`config.mk`:
```
export PLATFORM = sky130hd
export DESIGN_NAME = decodec_pipe_flat
export DESIGN_NICKNAME = d
export VERILOG_FILES = /design/src/rtl/decodec_pipe_if.sv /design/src/rtl/decodec_pipe.sv /design/src/flat_wrapper.sv
export SDC_FILE = /design/constraint.sdc
export NUM_CORES = 1
export LEC_CHECK = 0
export BUFFER_PORTS_ARGS = -buffer_cell sky130_fd_sc_hd__buf_2
export CORE_UTILIZATION = 30
export DETAILED_ROUTE_END_ITERATION = 8
export GPL_TIMING_DRIVEN = 0
export PLACE_DENSITY = 0.57
export SLEW_MARGIN = 5
export SYNTH_ARGS = -nofsm -noshare
export SYNTH_HDL_FRONTEND = slang
export SYNTH_SLANG_ARGS = --single-unit
```
`constraint.sdc`:
```
create_clock -name clk -period 2.2 [get_ports clk]
set_input_delay 0.22 -clock clk [delete_from_list [all_inputs] [get_ports clk]]
set_output_delay 0.22 -clock clk [all_outputs]
set_load 0.01 [all_outputs]
```
`src/rtl/decodec_pipe_if.sv`:
```
// Instruction-in / decoded-bundle-out channel of the pipelined decoder.
// The master side is the fetch/consumer environment; the slave side is the decoder.
interface decodec_pipe_if #(
  parameter int IW   = 16,
  parameter int OPW  = 6,
  parameter int AW   = 10,
  parameter int BW   = 6,
  parameter int IMMW = 8,
  parameter int FW   = 3
);
  logic [IW-1:0]   in;
  logic [FW-1:0]   flagA;
  logic [FW-1:0]   flagB;
  logic            in_valid;
  logic            in_ready;
  logic            out_valid;
  logic            out_ready;
  logic [OPW-1:0]  opCode;
  logic [1:0]      selA;
  logic [1:0]      selB;
  logic            selM1;
  logic            selM2;
  logic            wrEnable;
  logic            jmpEnable;
  logic            branchEnable;
  logic [IMMW-1:0] inm;
  logic [AW-1:0]   memDir;
  logic [AW-1:0]   jmpDir;
  logic [BW-1:0]   branchDir;
  logic            squashing;

  modport master (
    output in, flagA, flagB, in_valid, out_ready,
    input  in_ready, out_valid, opCode, selA, selB, selM1, selM2,
           wrEnable, jmpEnable, branchEnable, inm, memDir, jmpDir,
           branchDir, squashing
  );

  modport slave (
    input  in, flagA, flagB, in_valid, out_ready,
    output in_ready, out_valid, opCode, selA, selB, selM1, selM2,
           wrEnable, jmpEnable, branchEnable, inm, memDir, jmpDir,
           branchDir, squashing
  );
endinterface

```
`src/rtl/decodec_pipe.sv`:
```
// Pipelined instruction decoder: decodes the opcode class into datapath
// selects/enables, evaluates branch conditions against two flag vectors,
// registers the bundle behind a valid/ready output stage, and drops a
// configurable number of shadow instructions after a taken jump/branch.
module decodec_pipe #(
  parameter int IW     = 16,
  parameter int OPW    = 6,
  parameter int AW     = 10,
  parameter int BW     = 6,
  parameter int IMMW   = 8,
  parameter int FW     = 3,
  parameter int CW     = 2,
  parameter int SQUASH = 1
) (
  input logic clk,
  input logic reset,
  decodec_pipe_if.slave bus
);

  localparam logic [3:0] SQUASH_LOAD = 4'(SQUASH);

  logic [OPW-1:0] opcode;
  logic [1:0]     opClass;
  logic [CW-1:0]  condIdx;
  logic [FW-1:0]  condVector;
  logic           taken;
  logic           decWr;
  logic           decM1;
  logic           decM2;
  logic           decJmp;
  logic           decBr;
  logic           accept;
  logic           drop;
  logic [3:0]     cnt;
  logic [3:0]     cntNext;

  assign opcode  = bus.in[IW-1 -: OPW];
  assign opClass = opcode[OPW-1 -: 2];
  assign condIdx = bus.in[BW +: CW];

  // While squashing the decoder swallows instructions without touching the
  // output stage, so it can always accept then.
  assign drop         = (cnt != 4'd0);
  assign bus.in_ready = drop | ~bus.out_valid | bus.out_ready;
  assign accept       = bus.in_valid & bus.in_ready;

  // Branch condition: pick a flag vector and a bit in it; an index past the
  // end of the vector means the branch is unconditional.
  always_comb begin
    condVector = bus.in[BW+CW] ? bus.flagB : bus.flagA;
    taken      = 1'b1;
    for (int i = 0; i < FW; i++) begin
      if (int'(condIdx) == i) taken = condVector[i];
    end
  end

  // Opcode class decode into write/mux/control enables.
  always_comb begin
    decWr  = 1'b0;
    decM1  = 1'b0;
    decM2  = 1'b0;
    decJmp = 1'b0;
    decBr  = 1'b0;
    unique case (opClass)
      2'b00: decWr = 1'b1;
      2'b01: begin
        decWr = 1'b1;
        decM2 = 1'b1;
      end
      2'b10: begin
        decWr = ~opcode[0];
        decM1 = ~opcode[0];
      end
      default: begin
        decJmp = ~opcode[0];
        decBr  = opcode[0] & taken;
      end
    endcase
  end

  // Squash counter: count down on every dropped instruction, reload only on
  // a control transfer that actually reaches the output stage.
  always_comb begin
    cntNext = cnt;
    if (accept) begin
      if (drop) cntNext = cnt - 4'd1;
      else if (decJmp | decBr) cntNext = SQUASH_LOAD;
    end
  end

  // Squash counter and its registered non-zero indicator.
  always_ff @(posedge clk or negedge reset) begin
    if (!reset) begin
      cnt           <= 4'd0;
      bus.squashing <= 1'b0;
    end else begin
      cnt           <= cntNext;
      bus.squashing <= (cntNext != 4'd0);
    end
  end

  // Output stage: load on a kept accept, otherwise hold; valid drops once
  // the consumer takes the bundle and nothing new replaces it.
  always_ff @(posedge clk or negedge reset) begin
    if (!reset) begin
      bus.out_valid    <= 1'b0;
      bus.opCode       <= '0;
      bus.selA         <= 2'b00;
      bus.selB         <= 2'b00;
      bus.selM1        <= 1'b0;
      bus.selM2        <= 1'b0;
      bus.wrEnable     <= 1'b0;
      bus.jmpEnable    <= 1'b0;
      bus.branchEnable <= 1'b0;
      bus.inm          <= '0;
      bus.memDir       <= '0;
      bus.jmpDir       <= '0;
      bus.branchDir    <= '0;
    end else if (accept && !drop) begin
      bus.out_valid    <= 1'b1;
      bus.opCode       <= opcode;
      bus.selA         <= opcode[3:2];
      bus.selB         <= opcode[1:0];
      bus.selM1        <= decM1;
      bus.selM2        <= decM2;
      bus.wrEnable     <= decWr;
      bus.jmpEnable    <= decJmp;
      bus.branchEnable <= decBr;
      bus.inm          <= bus.in[IMMW-1:0];
      bus.memDir       <= bus.in[AW-1:0];
      bus.jmpDir       <= bus.in[AW-1:0];
      bus.branchDir    <= bus.in[BW-1:0];
    end else if (bus.out_ready) begin
      bus.out_valid    <= 1'b0;
    end
  end

endmodule
```
`src/flat_wrapper.sv`:
```
// flat-port wrapper written by rule: the top's interface ports become plain ports
module decodec_pipe_flat 
#(
  parameter int IW     = 16,
  parameter int OPW    = 6,
  parameter int AW     = 10,
  parameter int BW     = 6,
  parameter int IMMW   = 8,
  parameter int FW     = 3,
  parameter int CW     = 2,
  parameter int SQUASH = 1
)
  (clk, reset, bus_in, bus_flagA, bus_flagB, bus_in_valid, bus_out_ready, bus_in_ready, bus_out_valid, bus_opCode, bus_selA, bus_selB, bus_selM1, bus_selM2, bus_wrEnable, bus_jmpEnable, bus_branchEnable, bus_inm, bus_memDir, bus_jmpDir, bus_branchDir, bus_squashing);
  decodec_pipe_if #(.IW(IW), .OPW(OPW), .AW(AW), .BW(BW), .IMMW(IMMW), .FW(FW)) bus_i ();
  input logic clk;
  input logic reset;
  input wire logic [$bits(bus_i.in)-1:0] bus_in;
  input wire logic [$bits(bus_i.flagA)-1:0] bus_flagA;
  input wire logic [$bits(bus_i.flagB)-1:0] bus_flagB;
  input wire logic [$bits(bus_i.in_valid)-1:0] bus_in_valid;
  input wire logic [$bits(bus_i.out_ready)-1:0] bus_out_ready;
  output wire logic [$bits(bus_i.in_ready)-1:0] bus_in_ready;
  output wire logic [$bits(bus_i.out_valid)-1:0] bus_out_valid;
  output wire logic [$bits(bus_i.opCode)-1:0] bus_opCode;
  output wire logic [$bits(bus_i.selA)-1:0] bus_selA;
  output wire logic [$bits(bus_i.selB)-1:0] bus_selB;
  output wire logic [$bits(bus_i.selM1)-1:0] bus_selM1;
  output wire logic [$bits(bus_i.selM2)-1:0] bus_selM2;
  output wire logic [$bits(bus_i.wrEnable)-1:0] bus_wrEnable;
  output wire logic [$bits(bus_i.jmpEnable)-1:0] bus_jmpEnable;
  output wire logic [$bits(bus_i.branchEnable)-1:0] bus_branchEnable;
  output wire logic [$bits(bus_i.inm)-1:0] bus_inm;
  output wire logic [$bits(bus_i.memDir)-1:0] bus_memDir;
  output wire logic [$bits(bus_i.jmpDir)-1:0] bus_jmpDir;
  output wire logic [$bits(bus_i.branchDir)-1:0] bus_branchDir;
  output wire logic [$bits(bus_i.squashing)-1:0] bus_squashing;
  assign bus_i.in = bus_in;
  assign bus_i.flagA = bus_flagA;
  assign bus_i.flagB = bus_flagB;
  assign bus_i.in_valid = bus_in_valid;
  assign bus_i.out_ready = bus_out_ready;
  assign bus_in_ready = bus_i.in_ready;
  assign bus_out_valid = bus_i.out_valid;
  assign bus_opCode = bus_i.opCode;
  assign bus_selA = bus_i.selA;
  assign bus_selB = bus_i.selB;
  assign bus_selM1 = bus_i.selM1;
  assign bus_selM2 = bus_i.selM2;
  assign bus_wrEnable = bus_i.wrEnable;
  assign bus_jmpEnable = bus_i.jmpEnable;
  assign bus_branchEnable = bus_i.branchEnable;
  assign bus_inm = bus_i.inm;
  assign bus_memDir = bus_i.memDir;
  assign bus_jmpDir = bus_i.jmpDir;
  assign bus_branchDir = bus_i.branchDir;
  assign bus_squashing = bus_i.squashing;
  decodec_pipe #(.IW(IW), .OPW(OPW), .AW(AW), .BW(BW), .IMMW(IMMW), .FW(FW), .CW(CW), .SQUASH(SQUASH)) u_core (.clk(clk), .reset(reset), .bus(bus_i));
endmodule
```
Word-level counts from Yosys, hierarchy flattened --
Index checks and enable logic that the tools add are counted.
Storage, ports and cells: bits of input ports 26, bits in registers 45, word-level logic and storage cells 49
Operators by class: bitwise operators 7, muxes and demuxes 14, reductions and logical operators 9, equal/unequal tests 4, add/subtract/negate cells 1
Operator list (number):
- two-way mux 4 bit | 3
- two-way mux 1 bit | 9
- nonzero test 4 bit | 2
- equality test 2 bit, second input constant | 3
- logical NOT 2 bit | 2
- subtractor 4 x 1 -> 4 bit, second input constant | 1
- two-way mux 3 bit | 1
- bitwise OR 1 bit | 3
- OR reduction 3 bit | 1
- bitwise AND 1 bit | 2
- equality test 2 x 1 -> 1 bit, second input constant | 1
- inverter 1 bit | 2
- case mux 1 bit (2 select lines) | 1
- nonzero test 2 bit | 1
- OR reduction 2 bit | 1
- logical AND 1 bit | 1
- logical NOT 1 bit | 1

Longest topological paths before layout --
Gate-level depths: netlist of run 1.
depth in word-level cells 11, mapped depth 7, mapped depth without buffers 7

Least setup slack after synthesis of run 1 --
OpenSTA, ideal clock, no wires.
kind register to register, start reg u_core.cnt[0], end reg u_core.bus.squashing, data required time 2.061 ns, clock period less this slack 1.996 ns, cell stages (with the launch flop) 8, data arrival time 1.858 ns, setup slack 0.204 ns, path buffers 0, cells stage by stage dfrtp_1 > inv_1 > ha_1 > or3b_1 > nand2_1 > nor2_1 > a221o_1 > or4_1
Between the ends: cells in the longest elaborated chain, start to end 6, elaborated cells on any way between the ends 9, classes of those cells add/sub (1); mux (3); bitwise (3); reduce/logical (2)
RTL lines:
- from (decl) | line decodec_pipe.sv:34 | logic [3:0] cnt;
- from (signal assigned) | line decodec_pipe.sv:97 | cnt <= cntNext;
- branches (longest 4 deep; another with subtractor 4 x 1 -> 4 bit)
- two-way mux 4 bit (*) | line decodec_pipe.sv:85 | if (accept) begin
- net u_core.cntNext[1] | line decodec_pipe.sv:35 | logic [3:0] cntNext;
- nonzero test 4 bit (*) | line decodec_pipe.sv:98 | bus.squashing <= (cntNext != 4'd0);
- to (signal assigned) | line decodec_pipe.sv:98
- to (decl) | line decodec_pipe_if.sv:43 | branchDir, squashing
Mark *: on every way through the listed nets, which the timed path passes. A chain may end at the register's enable or synchronous reset.

Worst setup path after layout of run 1 --
Same ends and word-level chain as after synthesis.

==> results.cfg, run 1 <==
[finish]
syn2layout_area_growth_pct = 38.63
antenna_cells_inserted = 0
postLayoutCellArea_sq_um = 1944
fillers = 448
drive_gt1_share_pct = 63.29
final_nets = 236
stdcell_count = 259

[clock_network]
clk_root_buffer_cell = clkbuf_8
cts_made_buffers = 3
insertion_delay_ns = 0.26
cts_tree = yes
cts_max_level = 1
clock_path_buffers = 2
clkSlewWorstSetupHoldPaths_ns = 0.08
clock-sinks = 27

[place]
placed_area_sq_um = 1853
port_buffers = 77
gp_congestion = 0.7257
dp.cells = 253
dp_hpwl_um = 2254

[yosys]
synth_area_sq_um = 1403
synth_warnings = 0
postSynthCellCount = 124
async_flop_share_pct = 100.0
synth_edf_count = 0
syn_area_per_cell_sq_um = 11.31
synth_flop_cell = dfrtp_1
syn_nets = 152
synth-seq-cells = 27
yosysUniqueCellTypes = 30
yosysSeqAreaShare_pct = 48.17

[floorplanning]
ios = 78
start_util_pct = 31.77
rows = 24
die_area_sq_um = 4953
die_w_um = 70.38
die_h_um = 70.38
core_area_sq_um = 4414

[outcome]
status = completed

[timing]
setup_viol = 0
maxSlewHeadroom_pct = 60.71
rsz0062_at_grt = no
hold_violations = 0
fin_worst_skew_ns = 0.002882
report.final.slew_viol_count = 0
tightest_slew_ns = 0.5894
whs_ns = 0.1714
post-route-period-util_pct = 94.55
finalSetupTns_ns = 0
max_freq_mhz = 480.7
min_period_ns = 2.080

[routing]
drt_wl_total_um = 2841
vias = 1115
vias_per_cell = 4.305
drt-pass1-iter-count = 4
drc = 0
drtIter0Drc = 31
avgRoutedWirePerCell_um = 10.97
postRouteAntennaNets = 0

[grt]
grt_pass1_wl_um = 4664
grt_max_degree = 28
grt_overflow_total = 0
grt_pass1_vias = 1001
antenna_found_initial = 0
track_usage_pct = 11.90

[pwr]
peakVddDrop_uv = 461.4
power_density_nw_per_um2 = 1401
p_leak_nw = 1.040

[job]
max-cap-violations = 0

[worst_setup_path]
r2r_slack_ns = 0.12
criticalPathCategory = reg2reg
reg2reg_from = u_core.cnt[0]
worst_ep_required_time_ns = 2.34
cp-end-kind = register
path_cells = inv_2 -> ha_4 -> or3b_4 -> nand2_2 -> nor2_1 -> a221o_1 -> or4_1
slowest_stage = or4_1
crit_arrival_ns = 2.22
critPathLaunch = u_core.cnt[0]
path_max_fanout = 4
start_kind = register
critPathMaxStageDelay_ns = 0.50

[min_path]
worstHoldStart = bus_in[2]
holdCritPathClass = in2reg
## cell families after synthesis
family          count (synthesis)  share of synthesized area [%]
compound gates                 13                          6.780
mux                            20                          15.88
buf+inv                        33                          16.32
flops                          27                          48.17
simple gates                   29                          11.06
fa+ha+maj                       2                          1.784
## synthesized netlist by cell type (all sizes together) (2+ instances only)
master	instances	area share, %
buf	28	15
dfrtp	27	48
mux2	18	14
nand2	10	2.7
nor2	5	1.3
o21ai	5	1.8
inv	3	0.80
nand3b	3	1.6
clkbuf	2	0.54
ha	2	1.8
mux2i	2	1.4
nor2b	2	0.89
## per-layer routing
layer | track usage [%] | share of wire, % | vias to the layer above | wire [um]
met5 | 0 | 0 | - | 0
li1 | - | - | 569 | -
met4 | 4.667 | 0.67 | 0 | 19
met3 | 3.030 | 8.4 | 2 | 240
met1 | 15.92 | 47 | 494 | 1333
met2 | 18.31 | 44 | 50 | 1248
## stage by stage
step / worst slack [ns] / utilization, % / total power [W]
final: 0.1199 / 44.05 / 0.002725
after global routing: 0.001188 / 44.05 / 0.002946
after CTS: 0.02954 / 43.48 / 0.002727
after detailed placement: -0.1572 / 41.98 / 0.002438
after global placement: -0.1458 / 41.98 / 0.002416
after floorplan: 0.2039 / - / 0.001869
## final timing paths
check,to,depth (start not counted)
setup / recovery,u_core.bus.squashing,7
hold / removal,u_core.bus.branchDir[2],2
hold reg to reg,u_core.bus.jmpEnable,2
setup reg to reg,u_core.bus.squashing,7
max in group asynchronous,u_core.bus.branchDir[1],2
min in group asynchronous,u_core.bus.memDir[5],2
## final cells by class
type                       instances  area (sq um)  share of cell area [%]
clock buffer                       4         45.04                   2.317
buffer                            30         219.0                   11.26
inverter                           3         11.26                  0.5792
timing repair buffer              79         402.9                   20.72
multi-input combinational         64         525.5                   27.03
tap                               52         65.06                   3.346
sequential                        27         675.6                   34.75
## repair_timing
| item | CTS | global route |
|---|---|---|
| setup buffers | 0 | 1 |
| resized for setup | 3 | 5 |
| hold buffers | 1 | 0 |
| endpoints found under the hold margin | 27 | 0 |
| endpoints found under the setup margin | 11 | 4 |
| pin swaps | 0 | 0 |
## flip-flops by register name, indices dropped and copies added (netlist names)
| register | cells |
|---|---|
| u_core.bus.opCode | 4 |
| u_core.bus.squashing | 1 |
| u_core.bus.branchDir | 5 |
| u_core.bus.branchEnable | 1 |
| u_core.bus.selM1 | 1 |
| u_core.bus.out_valid | 1 |
| u_core.bus.selM2 | 1 |
| u_core.bus.selB | 1 |
| u_core.bus.memDir | 5 |
| u_core.bus.jmpEnable | 1 |
| u_core.bus.selA | 1 |
| u_core.bus.wrEnable | 1 |
| u_core.cnt | 4 |
## placed cells by master, fill, tap and decap left out, types with 2 or more instances in the layout
cell type / n
buf_2: 77
o21ai_0: 5
nor2_1: 5
clkbuf_1: 2
buf_4: 29
mux2_2: 14
mux2i_1: 2
nand2_1: 9
nand3b_1: 3
clkbuf_8: 3
nor2b_1: 2
dfrtp_1: 27
mux2_1: 4
inv_1: 2
## critical path, delay by kind of cell (launching register included)
kind	cells	cell delay (ns)
buffers and inverters	1	0.10
AO/OA/AOI/OAI	1	0.28
AND/OR/NAND/NOR	4	1.01
flip-flops	1	0.41
adder cells (fa/ha/maj)	1	0.15
## where the power goes
group	switching (W)	total [W]	internal (W)	leakage (nW)
logic	0.000654	0.00153	0.000880	0.687
clock network	0.000138	0.000267	0.000129	0.0228
registers	0.000190	0.000924	0.000734	0.330
(Power assumes the default switching activity.)
==> inputs of run 2 (changes only) <==
==> constraint.sdc (replaced) <==
create_clock -name clk -period 2.02 [get_ports clk]
set_input_delay 0.202 -clock clk [delete_from_list [all_inputs] [get_ports clk]]
set_output_delay 0.202 -clock clk [all_outputs]
set_load 0.01 [all_outputs]
==> results.cfg, run 2 (synthesized netlist as in run 1, its figures left out) <==
[outcome]
status = completed

[clock_network]
clock-sinks = 27
clkSlewWorstSetupHoldPaths_ns = 0.08
cts_max_level = 1
cts_made_buffers = 3
clock_path_buffers = 2
insertion_delay_ns = 0.26
clk_root_buffer_cell = clkbuf_8
cts_tree = yes

[routing]
vias_per_cell = 4.341
vias = 1146
postRouteAntennaNets = 0
drt-pass1-iter-count = 4
drtIter0Drc = 27
drt_wl_total_um = 2898
avgRoutedWirePerCell_um = 10.98
drc = 0

[pwr]
power_density_nw_per_um2 = 1536
total_power_w = 0.003072
p_leak_nw = 1.068
peakVddDrop_uv = 533.7

[finish]
final_cell_mix = buf_2 (77), buf_4 (34), dfrtp_1 (27)
antenna_cells_inserted = 0
final_nets = 241
final_common_cell = buf_2
syn2layout_area_growth_pct = 42.55
utilization_pct = 45.29
largestRegisters = u_core.bus.branchDir x5, u_core.bus.memDir x5
drive_gt1_share_pct = 65.09

[grt]
met2_usage_pct = 18.62
track_usage_pct = 12.05
grt_pass1_wl_um = 4740
use_met3_pct = 3.030
grt_max_degree = 28
grt_overflow_total = 0
grt_pass1_vias = 1017
antenna_found_initial = 0
top_usage_layer = met2
grtUsageMet1_pct = 16.11

[place]
dp_hpwl_um = 2254
gp_congestion = 0.7257
port_buffers = 77

[timing]
tightest_slew_ns = 0.5895
max_freq_mhz = 511.7
rsz0062_at_grt = yes
maxSlewHeadroom_pct = 60.70
report.final.slew_viol_count = 0
fin_worst_skew_ns = 0.003089
finalSetupTns_ns = 0
post-route-period-util_pct = 96.74
min_period_ns = 1.954
whs_ns = 0.1533
setup_viol = 0
hold_violations = 0

[worst_setup_path]
path_max_fanout = 3
criticalPathCategory = reg2reg
cp-end-kind = register
start_kind = register
worst_ep_required_time_ns = 2.16
crit_arrival_ns = 2.09

[min_path]
holdCritPathClass = in2reg

[floorplanning]
rows = 24
core_area_sq_um = 4414
start_util_pct = 31.77
die_w_um = 70.38
die_area_sq_um = 4953
ios = 78
die_h_um = 70.38

[job]
max-cap-violations = 0
[run 2: timing repair]
item / 4_1_cts / 5_1_grt
hold buffers: 1 / 0
buffers inserted: 3 / 3
hold endpoints to repair: 27 / 0
endpoints found under the setup margin: 16 / 12
gates resized for setup: 9 / 3
pin swaps: 2 / 2
[run 2: metal layers]
layer,vias up,share of wire (%)
li1,579,-
met1,515,46
met2,50,45
met3,2,8.2
met4,0,0.66
met5,-,0
[run 2: final cells by class]
type	count	area (sq um)
Inverter	3	11.26
Multi-Input combinational cell	64	543.0
Timing Repair Buffer	84	440.4
Sequential cell	27	675.6
Clock buffer	4	45.04
Buffer	30	219.0
Tap cell	52	65.06
Fill cell	441	2415
[run 2: final timing paths]
path	from	end	slack, ns	cells after the start
min	bus_in[2]	u_core.bus.branchDir[2]	0.15	2
max	u_core.cnt[0]	u_core.bus.squashing	0.07	7
max in group asynchronous	reset	u_core.bus.branchDir[1]	1.15	2
max reg2reg	u_core.cnt[0]	u_core.bus.squashing	0.07	7
min in group asynchronous	reset	u_core.bus.memDir[5]	0.49	2
min reg2reg	u_core.bus.jmpEnable	u_core.bus.jmpEnable	0.49	2
[run 2: power by group]
part / switching (W) / total (W) / internal, W
combinational: 0.000736 / 0.00176 / 0.00103
clock: 0.000150 / 0.000291 / 0.000141
sequential: 0.000217 / 0.00102 / 0.000799
[run 2: critical path, cell delays in order, from the launching register on]
cell and delay [ns]:
dfrtp_1 0.41, inv_2 0.09, ha_4 0.14, or3b_4 0.38
nand2_2 0.08, nor2_1 0.04, a221o_1 0.29, or4_4 0.41
[run 2: through the flow]
step                      worst slack, ns  instances  instance area [sq um]
after floorplan                   0.02389        124                   1403
after detailed placement          -0.3372        253                   1853
after global routing             -0.02286        264                   1999
after global placement            -0.3258        253                   1853
after CTS                         0.06487        261                   1959
final                             0.06586        264                   1999
